===== src/rtl/mem_arb_pkg.sv =====
// mem_arb_pkg: shared state encoding, counter width and error data for mem_arbiter.
package mem_arb_pkg;
  typedef enum logic [1:0] {IDLE, GNT0, GNT1} state_t;
  localparam int CNT_W = 8;
  localparam logic [31:0] ERR_DATA_DEF = 32'hDEADBEEF;
endpackage


===== src/rtl/arb_timeout.sv =====
// arb_timeout: counts consecutive slave wait cycles and flags the TIMEOUT-th one.
module arb_timeout
  import mem_arb_pkg::*;
#(
  parameter int TIMEOUT = 255
) (
  input  logic clk,
  input  logic reset,
  input  logic clear,
  input  logic enable,
  output logic expired
);
  logic [CNT_W-1:0] cnt_q, cnt_d;
  always_comb cnt_d = clear ? '0 : enable ? cnt_q + CNT_W'(1) : cnt_q;
  // The current wait cycle is included, so expiry lands on wait cycle number TIMEOUT.
  assign expired = enable && (cnt_q == CNT_W'(TIMEOUT - 1));
  always_ff @(posedge clk) begin
    if (reset) cnt_q <= '0;
    else cnt_q <= cnt_d;
  end
endmodule


===== src/rtl/mem_arbiter.sv =====
// mem_arbiter: round-robin two-master arbiter for a shared memory port with slave timeout.
module mem_arbiter
  import mem_arb_pkg::*;
#(
  parameter int          TIMEOUT  = 255,
  parameter logic [31:0] ERR_DATA = ERR_DATA_DEF
) (
  input  logic        clk,
  input  logic        reset,
  input  logic        m0_valid,
  input  logic        m0_instr,
  input  logic [31:0] m0_addr,
  input  logic [31:0] m0_wdata,
  input  logic [3:0]  m0_wstrb,
  output logic        m0_ready,
  output logic [31:0] m0_rdata,
  input  logic        m1_valid,
  input  logic        m1_instr,
  input  logic [31:0] m1_addr,
  input  logic [31:0] m1_wdata,
  input  logic [3:0]  m1_wstrb,
  output logic        m1_ready,
  output logic [31:0] m1_rdata,
  output logic        mem_valid,
  output logic        mem_instr,
  output logic [31:0] mem_addr,
  output logic [31:0] mem_wdata,
  output logic [3:0]  mem_wstrb,
  input  logic        mem_ready,
  input  logic [31:0] mem_rdata,
  output logic [1:0]  grant,
  output logic        bus_err
);
  state_t state_q, state_d;
  logic last_q, last_d;
  logic g0, g1, sel_valid, expired, done;
  logic [31:0] rsp;
  assign g0 = state_q == GNT0;
  assign g1 = state_q == GNT1;
  assign sel_valid = g0 ? m0_valid : g1 ? m1_valid : 1'b0;
  arb_timeout #(.TIMEOUT(TIMEOUT)) u_tmo (
    .clk(clk),
    .reset(reset),
    .clear(state_q == IDLE),
    .enable(sel_valid && !mem_ready),
    .expired(expired)
  );
  assign done = sel_valid && (mem_ready || expired);
  // m0 wins a tie when m1 was granted last.
  always_comb begin
    state_d = state_q;
    last_d = last_q;
    if (state_q == IDLE) begin
      if (m0_valid && (!m1_valid || last_q)) begin
        state_d = GNT0;
        last_d = 1'b0;
      end else if (m1_valid) begin
        state_d = GNT1;
        last_d = 1'b1;
      end
    end else if (!sel_valid || done) begin
      state_d = IDLE;
    end
  end
  always_ff @(posedge clk) begin
    if (reset) begin
      state_q <= IDLE;
      last_q <= 1'b1;
    end else begin
      state_q <= state_d;
      last_q <= last_d;
    end
  end
  assign grant = {g1, g0};
  assign bus_err = expired;
  assign rsp = expired ? ERR_DATA : mem_rdata;
  assign mem_valid = sel_valid && !expired;
  assign mem_instr = g0 ? m0_instr : g1 ? m1_instr : 1'b0;
  assign mem_addr = g0 ? m0_addr : g1 ? m1_addr : '0;
  assign mem_wdata = g0 ? m0_wdata : g1 ? m1_wdata : '0;
  assign mem_wstrb = g0 ? m0_wstrb : g1 ? m1_wstrb : '0;
  assign m0_ready = g0 && done;
  assign m1_ready = g1 && done;
  assign m0_rdata = g0 ? rsp : '0;
  assign m1_rdata = g1 ? rsp : '0;
endmodule


===== config.mk =====
export PLATFORM = sky130hd
export DESIGN_NAME = mem_arbiter
export DESIGN_NICKNAME = d
export VERILOG_FILES = /design/src/rtl/mem_arb_pkg.sv /design/src/rtl/arb_timeout.sv /design/src/rtl/mem_arbiter.sv
export SDC_FILE = /design/constraint.sdc
export NUM_CORES = 1
export LEC_CHECK = 0
export BUFFER_PORTS_ARGS = -buffer_cell sky130_fd_sc_hd__buf_2
export CORE_AREA = 2 2 123 125
export CTS_CLUSTER_DIAMETER = 50
export DETAILED_ROUTE_END_ITERATION = 8
export DIE_AREA = 0 0 125 127
export PLACE_DENSITY = 0.54
export SLEW_MARGIN = 20
export SYNTH_ARGS = -nofsm -noshare
export SYNTH_HDL_FRONTEND = slang
export SYNTH_SLANG_ARGS = --single-unit

===== constraint.sdc =====
create_clock -name clk -period 3.2 [get_ports clk]
set_clock_uncertainty 0.2 [all_clocks]
set_input_delay 0.16 -clock clk [delete_from_list [all_inputs] [get_ports clk]]
set_output_delay 0.16 -clock clk [all_outputs]
set_load 0.03 [all_outputs]

==> impl_metrics.ini, run 1 <==
[global_routing]
grt_use_total_pct = 11.48
grt_pass1_wl_um = 14830
grt_pass1_vias = 2677
antenna_found_initial = 1
grt_max_degree = 42
overflow = 0

[detailed_routing]
routed_via_density = 4.155
drt_iter0_markers = 145
ant_nets = 0
wl_um = 10590
dr.pass1.iters = 4
vias = 3083
wl_per_cell_um = 14.27
drc = 0

[final_layout]
instances_no_fill = 742
layout.filler_cells = 1643
diodes = 0
drive_above_1_share_pct = 59.50
fin_nets = 736
area_growth_pct = 110.1

[timing]
worst_slack_ns = 0.8017
setup_viol = 0
finalCriticalPeriod_ns = 2.398
post-route-period-util_pct = 74.95
setup_tns_ns = 0
worst_pin_slew_ns = 0.5384
rsz0062_at_grt = false
fmax_mhz = 417.0
relSlewSlack_pct = 64.05
maxSlewViolCount = 0
hold_viol_final = 0

[yosys]
synth_cell_type_count = 30
syn-instance-count = 257
netlist_area_mm2 = 0.001703
syn_avg_cell_area_um2 = 6.626
synth_nets = 434
synth_seq_cells = 11
yosysWarnings = 0
yosysSeqAreaShare_pct = 12.93

[cts]
clk_pin_slew_ns = 0.04
cts_tree = yes
insertion_delay_ns = 0.24
clock-sinks = 11
numCtsBuffers = 3
cts_buffer_depth = 2
cts_max_level = 1
cts-root-buf = clkbuf_16

[placed_design]
portBuffers = 313
pre_cts_slack_ns = 1.058
dp.cells = 737
gp_congestion = 0.7799
place_hpwl_um = 8974

[die]
die_area_mm2 = 0.01588
core_mm2 = 0.01442
start_util_pct = 11.81
die_h_um = 127
io-pin-count = 314
die_x_um = 125
fp-row-count = 44

[job]
maxCapViolCount = 0

[critical_path]
cp_top_family = buffers and inverters
endpoint_kind = primary output
worstPathBufferInverterCount = 3
cp-start-kind = register
critPathSlowestCell = buf_4
crit_arrival_ns = 2.04
cp_data_required_time_ns = 2.84
crit_path_max_fanout = 27
path_class = reg2out
critPathMaxStageDelay_ns = 0.32
crit_chain = inv_1 > ha_1 > nand4_1 > a211oi_4 > buf_4 > nor2_1 > and2_1 > buf_2

[pwr]
vdd_ir_drop_max_mv = 0.1808
powerDensity_mw_per_mm2 = 276.8
power.leakage_nw = 2.142

[outcome]
outcome = finished, final reports clean

[worst_hold_path]
worstHoldPathType = in2reg
[worst reg2reg max path: cells and delay by family, from the launching register on]
kind / cells / cell delay [ns]
and+or+nand+nor: 3 / 0.85
DFF: 1 / 0.44
AOI/OAI and AO/OA: 1 / 0.22
[cells in the final DEF, fill, tap and decap left out]
cell / count
inv_2: 2
a32o_1: 2
dfxtp_1: 11
nor3_1: 3
o21bai_1: 2
or2_2: 2
clkbuf_16: 3
a21oi_1: 5
nand4_1: 1
ha_1: 2
and2_1: 16
o2111ai_1: 1
buf_12: 2
buf_2: 313
a22oi_1: 1
nand2b_1: 3
nor2_1: 85
and3_1: 3
nand3_1: 3
nand4bb_1: 2
and4bb_2: 2
a211oi_4: 1
buf_4: 6
clkinv_2: 1
inv_1: 1
xor2_1: 3
xnor2_1: 2
and4_1: 1
o21ai_0: 4
a22o_1: 69
or3_1: 2
nand2_1: 3
dlygate4sd3_1: 1
[report_power, final]
part / total [mW] / internal (mW) / switching (mW)
logic: 0.618 / 0.228 / 0.391
clock network: 0.227 / 0.165 / 0.0614
registers: 0.146 / 0.141 / 0.00462
total: 0.990 / 0.534 / 0.457
[metrics by stage]
stage	total power [mW]	cell area (µm²)	hold WS, ns	utilization, %
finish	0.9904	3578	0.04552	24.81
global placement	0.7686	3488	0.2229	24.18
global route	1.043	3578	0.07297	24.81
floorplan	0.5183	1703	0.06678	-
CTS	0.9994	3578	0.03423	24.81
detailed placement	0.7670	3488	0.2200	24.18
[routing by layer]
layer	up-vias	share of wire, %	GRT usage (%)
met5	-	0	0
met4	0	0.36	1.046
met1	1401	41	15.17
met3	4	8.6	2.806
li1	1538	-	-
met2	140	50	19.76
[state kept, by name, indices dropped and copies added, names as in the netlist]
name         flops
last_q           1
state_q          2
u_tmo.cnt_q      8
[cells in the mapped netlist (all sizes together)]
master	count	area, µm²
o21ai	4	20.02
or3	2	12.51
nor2	85	319.1
or2	2	12.51
xnor2	2	17.52
ha	2	25.02
and4bb	2	25.02
and4	1	8.760
a22o	69	604.3
nand3	3	15.01
a21oi	5	25.02
nor3	3	15.01
nand2b	3	18.77
dfxtp	11	220.2
buf	4	25.02
clkbuf	21	78.83
xor2	3	26.28
a32o	2	20.02
a211oi	1	12.51
o21bai	2	15.01
nand4bb	2	22.52
nand4	1	6.260
and2	16	100.1
a22oi	1	7.510
and3	3	18.77
o2111ai	1	8.760
inv	3	11.26
nand2	3	11.26
[what timing repair did]
action,4_1_cts,5_1_grt
endpoints found under the hold margin,1,0
resized for setup,0,0
hold buffers,1,0
setup buffers,0,0
[logic make-up (layout without fill, tap and decap cells)]
logic type,count (synthesis),count (layout),synth area share [%]
AOI/OAI and AO/OA,85,85,41.88
xor gates and xnor gates,5,5,2.572
adders and majority gates,2,2,1.469
buffers and inverters,28,329,6.760
DFF,11,11,12.93
and+or+nand+nor,126,126,34.39
[final timing paths]
path	start	endpoint	slack, ns	cells after the start
min reg2reg	u_tmo.cnt_q[1]	u_tmo.cnt_q[1]	0.29	2
max reg2reg	state_q[1]	state_q[1]	1.38	4
max	u_tmo.cnt_q[0]	m1_rdata[17]	0.80	8
min	m0_valid	state_q[0]	0.05	2
[cell type report]
| class | instances | area [µm²] | share of cell area, % |
|---|---|---|---|
| Inverter | 3 | 11.26 | 0.3147 |
| Sequential cell | 11 | 220.2 | 6.154 |
| Timing Repair Buffer | 322 | 1662 | 46.43 |
| Tap cell | 184 | 230.2 | 6.434 |
| Clock inverter | 1 | 5.005 | 0.1399 |
| Clock buffer | 3 | 75.07 | 2.098 |
| Multi-Input combinational cell | 218 | 1375 | 38.43 |
Note: power is estimated with default switching activity, not from simulation.
==> run 2: changes to the inputs <==
CORE_AREA = 2 2 124 126   (was 2 2 123 125)
DIE_AREA = 0 0 126 128   (was 0 0 125 127)
clock period = 2 ns   (was 3.2 ns; I/O delays follow)
==> impl_metrics.ini, run 2 (synthesized netlist as in run 1, its figures left out) <==
[timing]
setup_tns_ns = -6.817
relSlewSlack_pct = 75.45
setup_viol = 65
hold_slack_ns = 0.02871
maxSlewViolCount = 0
worst_pin_slew_ns = 0.3683
post-route-period-util_pct = 108.8
fmax_mhz = 459.5
rsz0062_at_grt = true
hold_viol_final = 0
finalCriticalPeriod_ns = 2.176
worst_slack_ns = -0.1761

[placed_design]
gp_congestion = 0.8056
portBuffers = 313
pre_cts_slack_ns = 0.03763
place_hpwl_um = 9042

[cts]
cts_buffer_depth = 2
clock-sinks = 11
insertion_delay_ns = 0.24
cts-root-buf = clkbuf_16
numCtsBuffers = 3
cts_tree = yes
clk_pin_slew_ns = 0.04
cts_max_level = 1

[global_routing]
grt_pass1_vias = 2918
overflow = 0
grt_max_degree = 43
grt_pass1_wl_um = 15950
antenna_found_initial = 0
grt_use_total_pct = 12.27

[final_layout]
final_cell_mix = 244 x buf_2, 69 x a22o_1, 52 x buf_4
area_growth_pct = 159.2
drive_above_1_share_pct = 71.99
fin_nets = 760
layout_commonest_cell = buf_2
reg.largest.list = u_tmo.cnt_q: 8 flops, state_q: 2 flops, last_q: 1 flops
max_flop_register = u_tmo.cnt_q
largest_register_ffs = 8
diodes = 0

[detailed_routing]
ant_nets = 0
drc = 0
routed_via_density = 4.183
wl_per_cell_um = 15.46
dr.pass1.iters = 4
wl_um = 11910
vias = 3221
drt_iter0_markers = 169

[pwr]
powerDensity_mw_per_mm2 = 396.2
power.leakage_nw = 2.354
vdd_ir_drop_max_mv = 0.3128

[job]
maxCapViolCount = 0

[die]
start_util_pct = 11.46
die_x_um = 126
io-pin-count = 314
core_mm2 = 0.01486
die_area_mm2 = 0.01613
die_h_um = 128
fp-row-count = 45

[critical_path]
crit_arrival_ns = 1.88
endpoint_kind = primary output
cp-start-kind = register
cp_data_required_time_ns = 1.70
crit_path_max_fanout = 6
path_class = reg2out

[worst_hold_path]
worstHoldPathType = in2reg

[outcome]
outcome = finished with violations
violations = setup timing
==> run 2: cell types whose count changed in the layout (fill, tap and decap cells not counted), moves of 4 or more <==
cell and change:
and2_1 -16, buf_2 -69, dfxtp_1 -4, buf_4 +46, and2_4 +16, dfxtp_2 +4, nor2_2 +30, nor2_1 -38
buf_6 +40, nor2_4 +8
==> run 2: worst paths after layout <==
path | start | to | slack [ns] | cells after the start
max | u_tmo.cnt_q[0] | m1_rdata[7] | -0.18 | 9
min reg2reg | u_tmo.cnt_q[5] | u_tmo.cnt_q[5] | 0.32 | 2
min | m1_valid | state_q[1] | 0.03 | 2
max reg2reg | state_q[1] | state_q[0] | 0.25 | 5
==> run 2: where the power goes <==
group	switching, mW	internal [mW]	total, mW
clock network	0.108	0.268	0.376
registers	0.00772	0.226	0.234
logic	0.670	0.469	1.14
total	0.785	0.963	1.75
==> run 2: worst max-delay path: stages, from the launching register on <==
cell and delay [ns]:
dfxtp_2 0.33, inv_2 0.07, ha_4 0.11, nand4_1 0.15, a211oi_4 0.32, buf_6 0.18, buf_16 0.14, nor2_4 0.04
nor2_2 0.12, buf_6 0.15
==> run 2: metal layers <==
metal / vias to the layer above / track usage [%] / part of all wire (%)
li1: 1589 / - / -
met1: 1477 / 15.72 / 39
met2: 146 / 21.32 / 51
met3: 9 / 2.504 / 8.2
met4: 0 / 2.650 / 0.94
met5: - / 0 / 0
==> run 2: what timing repair did <==
item,CTS,global route
endpoints found under the hold margin,1,0
setup buffers,4,4
gates cloned,2,1
endpoints found under the setup margin,66,74
hold buffers,1,0
pin swaps,1,10
resized for setup,138,31
==> run 2: cell type report <==
cell class | instances | area [µm²]
Fill cell | 1620 | 10450
Timing Repair Buffer | 346 | 2247
Multi-Input combinational cell | 218 | 1614
Tap cell | 188 | 235.2
Sequential cell | 11 | 225.2
Clock buffer | 4 | 78.83
Inverter | 3 | 13.76
==> run 2: stage by stage <==
stage | std cells | utilization (%) | total power [mW] | cell area (µm²)
after CTS | 767 | 28.74 | 1.731 | 4272
after global routing | 770 | 29.70 | 1.833 | 4414
after floorplan | 257 | - | 0.8401 | 1748
final | 770 | 29.70 | 1.749 | 4414
after global placement | 756 | 24.73 | 1.265 | 3676
after detailed placement | 756 | 24.73 | 1.263 | 3676
